[src/rtl/inf_key_ctrl_if.sv]
// Bus between the NEC frame decoder / event consumer and inf_key_ctrl.
// The master side drives decoded frames, repeat indication and the consumer's
// ready. The slave side (the key controller) returns the head of its event FIFO.
interface inf_key_ctrl_if;
  logic       frame_vld;
  logic [7:0] cmd;
  logic       repeat_en;
  logic       evt_valid;
  logic       evt_ready;
  logic [1:0] evt_type;
  logic [7:0] evt_code;

  modport master (
    output frame_vld, cmd, repeat_en, evt_ready,
    input  evt_valid, evt_type, evt_code
  );

  modport slave (
    input  frame_vld, cmd, repeat_en, evt_ready,
    output evt_valid, evt_type, evt_code
  );
endinterface

[src/rtl/inf_key_ctrl.sv]
// Key-event sequencer behind the NEC IR receiver.
// Turns decoded frames and repeat codes into PRESS / HOLD / RELEASE events.
// It detects a key release by repeat timeout and schedules auto-repeat HOLD events.
// Events are queued in a 4-entry {type,code} FIFO with a valid/ready handshake.
// Build option: define INF_KEY_HOLD_EN to generate HOLD events. When it is undefined,
// repeat codes only keep the key alive.
module inf_key_ctrl #(
  parameter logic [22:0] TIMEOUT_CYC = 23'd6_000_000,
  parameter logic [7:0]  HOLD_REP    = 8'd4
) (
  input  logic          sys_clk,
  input  logic          sys_rst_n,
  inf_key_ctrl_if.slave bus,
  output logic          key_down,
  output logic          ovf
);

  typedef enum logic [1:0] {
    ST_IDLE    = 2'd0,
    ST_PRESSED = 2'd1,
    ST_SWAP    = 2'd2
  } state_t;

  localparam logic [1:0]  EVT_PRESS   = 2'b01;
  localparam logic [1:0]  EVT_HOLD    = 2'b10;
  localparam logic [1:0]  EVT_RELEASE = 2'b11;
  localparam logic [22:0] TMO_LAST    = TIMEOUT_CYC - 23'd1;

`ifdef INF_KEY_HOLD_EN
  localparam bit HOLD_ENABLE = 1'b1;
`else
  localparam bit HOLD_ENABLE = 1'b0;
`endif

  state_t      state_q, state_d;
  logic [22:0] tmo_q, tmo_d;
  logic [7:0]  rep_cnt_q, rep_cnt_d;
  logic [7:0]  cur_code_q, cur_code_d;
  logic [7:0]  lat_code_q, lat_code_d;
  logic        rep_en_q, rep_en_d;
  logic        key_down_q, key_down_d;
  logic [9:0]  mem_q [4];
  logic [9:0]  mem_d [4];
  logic [1:0]  wr_ptr_q, wr_ptr_d;
  logic [1:0]  rd_ptr_q, rd_ptr_d;
  logic [2:0]  count_q, count_d;
  logic        ovf_q, ovf_d;

  logic        rep_pulse;
  logic [7:0]  rep_cnt_inc;
  logic        push;
  logic [9:0]  push_evt;
  logic        push_ok;
  logic        pop;
  logic        fifo_empty;
  logic        fifo_full;

  assign rep_pulse   = bus.repeat_en & ~rep_en_q;
  assign rep_cnt_inc = (rep_cnt_q == 8'hFF) ? 8'hFF : rep_cnt_q + 8'd1;
  assign fifo_empty  = (count_q == 3'd0);
  assign fifo_full   = (count_q == 3'd4);
  assign pop         = ~fifo_empty & bus.evt_ready;
  assign push_ok     = push & (~fifo_full | pop);

  assign bus.evt_valid = ~fifo_empty;
  assign bus.evt_type  = fifo_empty ? 2'b00 : mem_q[rd_ptr_q][9:8];
  assign bus.evt_code  = fifo_empty ? 8'h00 : mem_q[rd_ptr_q][7:0];
  assign key_down      = key_down_q;
  assign ovf           = ovf_q;

  // Key FSM: decide the next key state and which event, if any, to queue this cycle
  always_comb begin
    state_d    = state_q;
    tmo_d      = tmo_q;
    rep_cnt_d  = rep_cnt_q;
    cur_code_d = cur_code_q;
    lat_code_d = lat_code_q;
    rep_en_d   = bus.repeat_en;
    push       = 1'b0;
    push_evt   = 10'd0;
    case (state_q)
      ST_IDLE: begin
        if (bus.frame_vld) begin
          push       = 1'b1;
          push_evt   = {EVT_PRESS, bus.cmd};
          cur_code_d = bus.cmd;
          rep_cnt_d  = 8'd0;
          tmo_d      = 23'd0;
          state_d    = ST_PRESSED;
        end
      end
      ST_PRESSED: begin
        if (bus.frame_vld) begin
          push       = 1'b1;
          push_evt   = {EVT_RELEASE, cur_code_q};
          lat_code_d = bus.cmd;
          state_d    = ST_SWAP;
        end else if (rep_pulse) begin
          tmo_d     = 23'd0;
          rep_cnt_d = rep_cnt_inc;
          if (HOLD_ENABLE && (rep_cnt_inc >= HOLD_REP)) begin
            push     = 1'b1;
            push_evt = {EVT_HOLD, cur_code_q};
          end
        end else if (tmo_q == TMO_LAST) begin
          push     = 1'b1;
          push_evt = {EVT_RELEASE, cur_code_q};
          tmo_d    = 23'd0;
          state_d  = ST_IDLE;
        end else begin
          tmo_d = tmo_q + 23'd1;
        end
      end
      ST_SWAP: begin
        push       = 1'b1;
        push_evt   = {EVT_PRESS, lat_code_q};
        cur_code_d = lat_code_q;
        rep_cnt_d  = 8'd0;
        tmo_d      = 23'd0;
        state_d    = ST_PRESSED;
      end
      default: begin
        state_d = ST_IDLE;
      end
    endcase
    key_down_d = (state_d != ST_IDLE);
  end

  // Event FIFO: a push into a full FIFO succeeds only when the head leaves the same cycle
  always_comb begin
    mem_d    = mem_q;
    wr_ptr_d = wr_ptr_q;
    rd_ptr_d = rd_ptr_q;
    count_d  = count_q;
    ovf_d    = ovf_q;
    if (pop) begin
      rd_ptr_d = rd_ptr_q + 2'd1;
    end
    if (push_ok) begin
      mem_d[wr_ptr_q] = push_evt;
      wr_ptr_d        = wr_ptr_q + 2'd1;
    end else if (push) begin
      ovf_d = 1'b1;
    end
    case ({push_ok, pop})
      2'b10:   count_d = count_q + 3'd1;
      2'b01:   count_d = count_q - 3'd1;
      default: count_d = count_q;
    endcase
  end

  // State register; reset drops any held key silently and empties the FIFO
  always_ff @(posedge sys_clk or negedge sys_rst_n) begin
    if (!sys_rst_n) begin
      state_q    <= ST_IDLE;
      tmo_q      <= 23'd0;
      rep_cnt_q  <= 8'd0;
      cur_code_q <= 8'd0;
      lat_code_q <= 8'd0;
      rep_en_q   <= 1'b0;
      key_down_q <= 1'b0;
      wr_ptr_q   <= 2'd0;
      rd_ptr_q   <= 2'd0;
      count_q    <= 3'd0;
      ovf_q      <= 1'b0;
      for (int i = 0; i < 4; i++) begin
        mem_q[i] <= 10'd0;
      end
    end else begin
      state_q    <= state_d;
      tmo_q      <= tmo_d;
      rep_cnt_q  <= rep_cnt_d;
      cur_code_q <= cur_code_d;
      lat_code_q <= lat_code_d;
      rep_en_q   <= rep_en_d;
      key_down_q <= key_down_d;
      wr_ptr_q   <= wr_ptr_d;
      rd_ptr_q   <= rd_ptr_d;
      count_q    <= count_d;
      ovf_q      <= ovf_d;
      mem_q      <= mem_d;
    end
  end

endmodule

[src/flat_wrapper.sv]
// flat-port wrapper written by rule: the top's interface ports become plain ports
module inf_key_ctrl_flat 
#(
  parameter logic [22:0] TIMEOUT_CYC = 23'd6_000_000,
  parameter logic [7:0]  HOLD_REP    = 8'd4
)
  (sys_clk, sys_rst_n, key_down, ovf, bus_frame_vld, bus_cmd, bus_repeat_en, bus_evt_ready, bus_evt_valid, bus_evt_type, bus_evt_code);
  inf_key_ctrl_if bus_i ();
  input  logic sys_clk;
  input  logic sys_rst_n;
  output logic key_down;
  output logic ovf;
  input wire logic [$bits(bus_i.frame_vld)-1:0] bus_frame_vld;
  input wire logic [$bits(bus_i.cmd)-1:0] bus_cmd;
  input wire logic [$bits(bus_i.repeat_en)-1:0] bus_repeat_en;
  input wire logic [$bits(bus_i.evt_ready)-1:0] bus_evt_ready;
  output wire logic [$bits(bus_i.evt_valid)-1:0] bus_evt_valid;
  output wire logic [$bits(bus_i.evt_type)-1:0] bus_evt_type;
  output wire logic [$bits(bus_i.evt_code)-1:0] bus_evt_code;
  assign bus_i.frame_vld = bus_frame_vld;
  assign bus_i.cmd = bus_cmd;
  assign bus_i.repeat_en = bus_repeat_en;
  assign bus_i.evt_ready = bus_evt_ready;
  assign bus_evt_valid = bus_i.evt_valid;
  assign bus_evt_type = bus_i.evt_type;
  assign bus_evt_code = bus_i.evt_code;
  inf_key_ctrl #(.TIMEOUT_CYC(TIMEOUT_CYC), .HOLD_REP(HOLD_REP)) u_core (.sys_clk(sys_clk), .sys_rst_n(sys_rst_n), .bus(bus_i), .key_down(key_down), .ovf(ovf));
endmodule
[config.mk]
export PLATFORM = sky130hd
export DESIGN_NAME = inf_key_ctrl_flat
export DESIGN_NICKNAME = d
export VERILOG_FILES = /design/src/rtl/inf_key_ctrl_if.sv /design/src/rtl/inf_key_ctrl.sv /design/src/flat_wrapper.sv
export SDC_FILE = /design/constraint.sdc
export NUM_CORES = 1
export LEC_CHECK = 0
export BUFFER_PORTS_ARGS = -buffer_cell sky130_fd_sc_hd__buf_4
export CAP_MARGIN = 20
export CELL_PAD_IN_SITES_DETAIL_PLACEMENT = 1
export CELL_PAD_IN_SITES_GLOBAL_PLACEMENT = 1
export CORE_MARGIN = 5
export CORE_UTILIZATION = 40
export DETAILED_ROUTE_END_ITERATION = 8
export PLACE_DENSITY = 0.7
export SYNTH_ARGS = -nofsm -noshare
export SYNTH_HDL_FRONTEND = slang
export SYNTH_SLANG_ARGS = --single-unit
[constraint.sdc]
create_clock -name sys_clk -period 3.4 [get_ports sys_clk]
set_input_delay 0.17 -clock sys_clk [delete_from_list [all_inputs] [get_ports sys_clk]]
set_output_delay 0.17 -clock sys_clk [all_outputs]
set_load 0.005 [all_outputs]
# [Word level (Yosys, flattened, before mapping)]
# Index checks and enable logic that the tools add are counted.
[totals] ff_bits=91 inputBits=13 wordCells=82
[op_classes] add_sub_neg=5 magnitude_cmp=3 n_eq_ne=8 n_mux=31 bitwise_logic=10 n_reduce_logical=11
[op_table] cell="$mux 23" n=4
[op_table] cell="$pmux 23 s3" n=1
[op_table] cell="$mux 10" n=6
[op_table] cell="$bwmux 40" n=1
[op_table] cell="$pmux 10 s3" n=1
[op_table] cell="$add 23x1->23 const B" n=1
[op_table] cell="$eq 23x23->1 const B" n=1
[op_table] cell="$bmux 10 s2" n=1
[op_table] cell="$demux 10 s2" n=1
[op_table] cell="$mux 8" n=2
[op_table] cell="$pmux 8 s2" n=1
[op_table] cell="$mux 2" n=5
[op_table] cell="$mux 9" n=1
[op_table] cell="$ge 3x3->1 const B" n=2
[op_table] cell="$not 2->3" n=2
[op_table] cell="$pmux 2 s3" n=1
[op_table] cell="$pmux 3 s2" n=1
[op_table] cell="$reduce_and 2->1" n=3
[op_table] cell="$reduce_bool 2->1" n=3
[op_table] cell="$add 2x1->2 const B" n=2
[op_table] cell="$eq 2x1->1 const B" n=2
[op_table] cell="$eq 2x2->1 const B" n=2
[op_table] cell="$mux 1" n=4
[op_table] cell="$ne 2x2->1 const B" n=2
[op_table] cell="13 further kinds" n=18

# [Logic depth before layout (Yosys ltp)]
[logic_depth] word_depth=8 depth_mapped=12

# [Worst setup path before layout]
# No wires, ideal clock.
[synth_timing] path_kind="register -> register" start="register u_core.tmo_q[0]" end="register u_core.count_q[2]" arrival_time_ns=2.420 required_ns=3.321 setup_slack_ns=0.901 path_stages_with_launch=13 n_path_buf=0 synth_period_minus_slack_ns=2.499 path_cell_list="dfrtp_1 ha_1 and3_1 and4_1 a31oi_4 nor2_1 inv_1 ha_1 inv_1 fa_1 xor2_1 nor2_1 xor2_1"
[synth_between] elab_chain_len=8 word_cells_on_any_way=10 cone_classes="eq/ne: 3; mux: 5; bitwise: 1; reduce/logical: 1"
[synth_lines] item="start: declaration" line="inf_key_ctrl.sv:36" source="logic [22:0] tmo_q, tmo_d;"
[synth_lines] item="start signal: assignment" line="inf_key_ctrl.sv:171" source="tmo_q <= tmo_d;"
[synth_lines] item="$eq 23x23->1 *" line="inf_key_ctrl.sv:105" source="end else if (tmo_q == TMO_LAST) begin"
[synth_lines] item="$mux 1 *" line="inf_key_ctrl.sv:105"
[synth_lines] item="$mux 1 *" line="inf_key_ctrl.sv:98" source="end else if (rep_pulse) begin"
[synth_lines] item="$mux 1 *" line="inf_key_ctrl.sv:93" source="if (bus.frame_vld) begin"
[synth_lines] item="$pmux 1 s3 *" line="inf_key_ctrl.sv:81" source="case (state_q)"
[synth_lines] item="$and 1x1->1 *" line="inf_key_ctrl.sv:63" source="assign push_ok = push & (~fifo_full | pop);"
[synth_lines] item="$eq 2x1->1 / $eq 2x2->1 (equally long branches)" line="inf_key_ctrl.sv:145" source="case ({push_ok, pop})"
[synth_lines] item="$pmux 3 s2 / $reduce_bool 2->1 (equally long branches)"
[synth_lines] item="end signal: assignment" line="inf_key_ctrl.sv:179" source="count_q <= count_d;"
[synth_lines] item="end: declaration" line="inf_key_ctrl.sv:46" source="logic [2:0] count_q, count_d;"
# Mark *: on every way between the ends. The rest lies on a longest branch, timed or not.
# A chain may end at the register's enable or synchronous reset.

# [Worst setup path after layout]
# Ends and elaborated chain as after synthesis.

==> results.md <==
* Adder-cell share of the synthesized area at 2.01%
* Status: completed
* Width of the die at 119 um
* Worst EP arrival at 3030 ps
* Complex-gate fraction of the synthesized area at 11.8%
* P_leak at 2.49 nW
* Aggregate routed wire length at 10.9 mm
* RSZ-0062 raised after global routing: no
* CTS tree: built
* Netlist Area Pre-Place at 0.00472 mm^2
* Slew HR at 38.6%
* Tcrit/Tclk final at 81.2%
* Post-CTS Setup Repair Bufs at 0
* Hold_sp: bus_cmd[3]
* Number of failing hold endpoints at the final stage at 0
* Synth Area in Simple Gates at 15.5%
* Min cycle time layout at 2760 ps
* Post-synth top flop: dfrtp_1
* Worst-path clk slew at 70 ps
* Initial Utilization at 41.0%
* Slew @ Worst Pin at 912 ps
* Avg WL per Cell at 18.5 um
* Slew Viols, Final at 0
* Register area share after synthesis at 48.2%
* Launch point of the worst reg-to-reg path: u_core.tmo_q[0]
* FFs w/ async S/R, synth at 100%
* Crit Path Class: reg2reg
* Max Used Layer: met4
* CP startpoint: u_core.tmo_q[0]
* Share of cells above drive strength 1 at 18.5%
* Setup slack after layout at 639 ps
* CTS Buf Count at 9
* Via-per-instance ratio at 5.62
* Critical path's top delay family: adder cells
* Multi-input logic area at 0.00229 mm^2
* Largest net degree at the start of global routing at 79
* Routed Antenna Nets at 0
* Root Driver: clkbuf_16
* Number of synthesized flops with an enable pin at 0
* Largest family of logic cells by synthesized area: multiplexers
* CP endpoint kind: flip-flop
* Worst-Skew Late Latency at 350 ps
* # setup viols final at 0
* Mapped Cells at 416
* Rows at 39
* # fillers at 1,235
* Post-synth cell types at 54
* Syn_area_per_cell at 11.4 um^2
* CP required at 3660 ps
* Critical path's slowest cell: dfrtp_1
* Post-DP HPWL at 7.25 mm
* GP Congestion at 0.760
* Core Area at 0.0115 mm^2
* Drt first pass iters at 4
* Initial DRC count at 185
* Initial antenna violation count at 0
* Nets at 463
* CTS-repair resized insts at 0
* Synth Area in XOR/XNOR at 1.48%
* Drc violations at 0
* Final cell count without fillers at 591
* Register area at 0.00228 mm^2
* Worst path cell trace: ha_1, and3_1, and4_1, a31oi_4, nor2_1, inv_1, ha_1, inv_1, fa_1, xor2_1, nor2_1, xor2_1
* Critical Path Max Stage Delay at 430 ps
* Area delta synth->final at 14.5%
* Peak fanout along the critical path at 6
* Port Buffer Count at 25
* H-tree depth at 3
* Vias at 3,322
* Longest Clk Path Bufs at 2
* First-pass GRT wire length at 18.3 mm
* Final Instance Area at 0.00541 mm^2
* Maximum VDD drop at 409 uV
* Minimum hold slack at 70.8 ps
* I/O pins at 26
* Sum Neg Setup Slack at 0 ps
* Synth Net Count at 436
* Metal3 WL at 332 um
* HP Class: in2reg
* Layout Skew at 6.96 ps
* M1 WL at 5.29 mm
* Commonest non-fill, non-tap cell in the layout: dfrtp_1
* Vias in the first global route at 3,451
* Achievable Freq at 362 MHz
* GRT Total Usage at 16.3%
* Pwr Density at 828 mW/mm^2
* GRT overflow at 0
* Max Cap Viol at 0
* Commonest cells after routing, fill and taps aside: dfrtp_1 (91), nand2_1 (37), mux2_1 (36), buf_4 (34), o21ai_0 (19)
* Placed Instances at 572
* Crit path buffers/inverters at 2
* Die Area at 0.0141 mm^2
* DR WL met2 at 5.14 mm
* Clock sink count at 91
* Cts hold-fix bufs at 1
* Multiplexer area fraction after synthesis at 17.6%
* Warnings from Yosys at 0
* Die Y at 119 um
* Setup WS pre-CTS at 636 ps
* CP Launch Type: flip-flop
* Seq cells post-synth at 91
* ANT cells at 0
* DP Area at 0.00505 mm^2
## sequential cells by signal, indices dropped and copies added (netlist names)
signal / flops
u_core.key_down: 1
u_core.cur_code_q: 8
u_core.wr_ptr_q: 2
u_core.lat_code_q: 8
u_core.rd_ptr_q: 2
u_core.state_q: 2
u_core.ovf: 1
u_core.count_q: 3
u_core.rep_en_q: 1
u_core.mem_q: 40
u_core.tmo_q: 23
## cell usage after synthesis, drive strengths merged, types with 11 or more instances
cell   number  area, um^2
inv        14        52.6
nand3      16        80.1
buf        11        68.8
a21oi      11        62.6
nand2      37         139
and2       12        75.1
a21o       17         128
nor2       17        71.3
o21ai      22         110
dfrtp      91        2280
mux2       45         507
## layout make-up
type | count | share of cell area (%)
well taps | 143 | 3.31
flip-flops and latches | 91 | 42.1
inverters | 14 | 0.971
clock buffers | 9 | 4.16
repair buffers | 37 | 5.60
clock inverters | 7 | 1.60
multi-input cells | 290 | 42.3
## cells by family after synthesis
group / Yosys count
XOR/XNOR: 8
multiplexers: 65
AND/OR/NAND/NOR: 128
AO/OA/AOI/OAI: 82
buffers and inverters: 35
flip-flops: 91
adder cells (fa/ha/maj): 7
## per-stage QoR
stage,power [mW],utilization (%)
after floorplan,2.89,-
after global placement,3.37,43.9
after detailed placement,3.46,43.9
after CTS,4.53,46.7
after global routing,4.81,47.0
final,4.48,47.0
## routing by layer
metal	up-vias	global-route usage (%)
met5	-	0
met1	1703	22.8
met2	49	25.3
met4	0	5.43
met3	14	3.39
li1	1556	-
## worst paths after layout
check / end / slack (ps) / cells after the start
worst max register to register: u_core.count_q[2] / 640 / 12
max in group asynchronous: u_core.cur_code_q[0] / 2390 / 4
worst max-delay path: u_core.count_q[2] / 640 / 12
min in group asynchronous: u_core.mem_q[20] / 170 / 2
worst min-delay path: u_core.lat_code_q[3] / 70 / 2
worst min register to register: u_core.mem_q[18] / 460 / 1
## power by group
| part | internal (mW) | leakage, nW | switching, mW |
|---|---|---|---|
| sequential | 1.45 | 1.16 | 0.323 |
| clock | 0.583 | 0.153 | 0.457 |
| combinational | 0.870 | 1.18 | 0.798 |
| total | 2.90 | 2.49 | 1.58 |
Power figures use the tool's default switching activity.
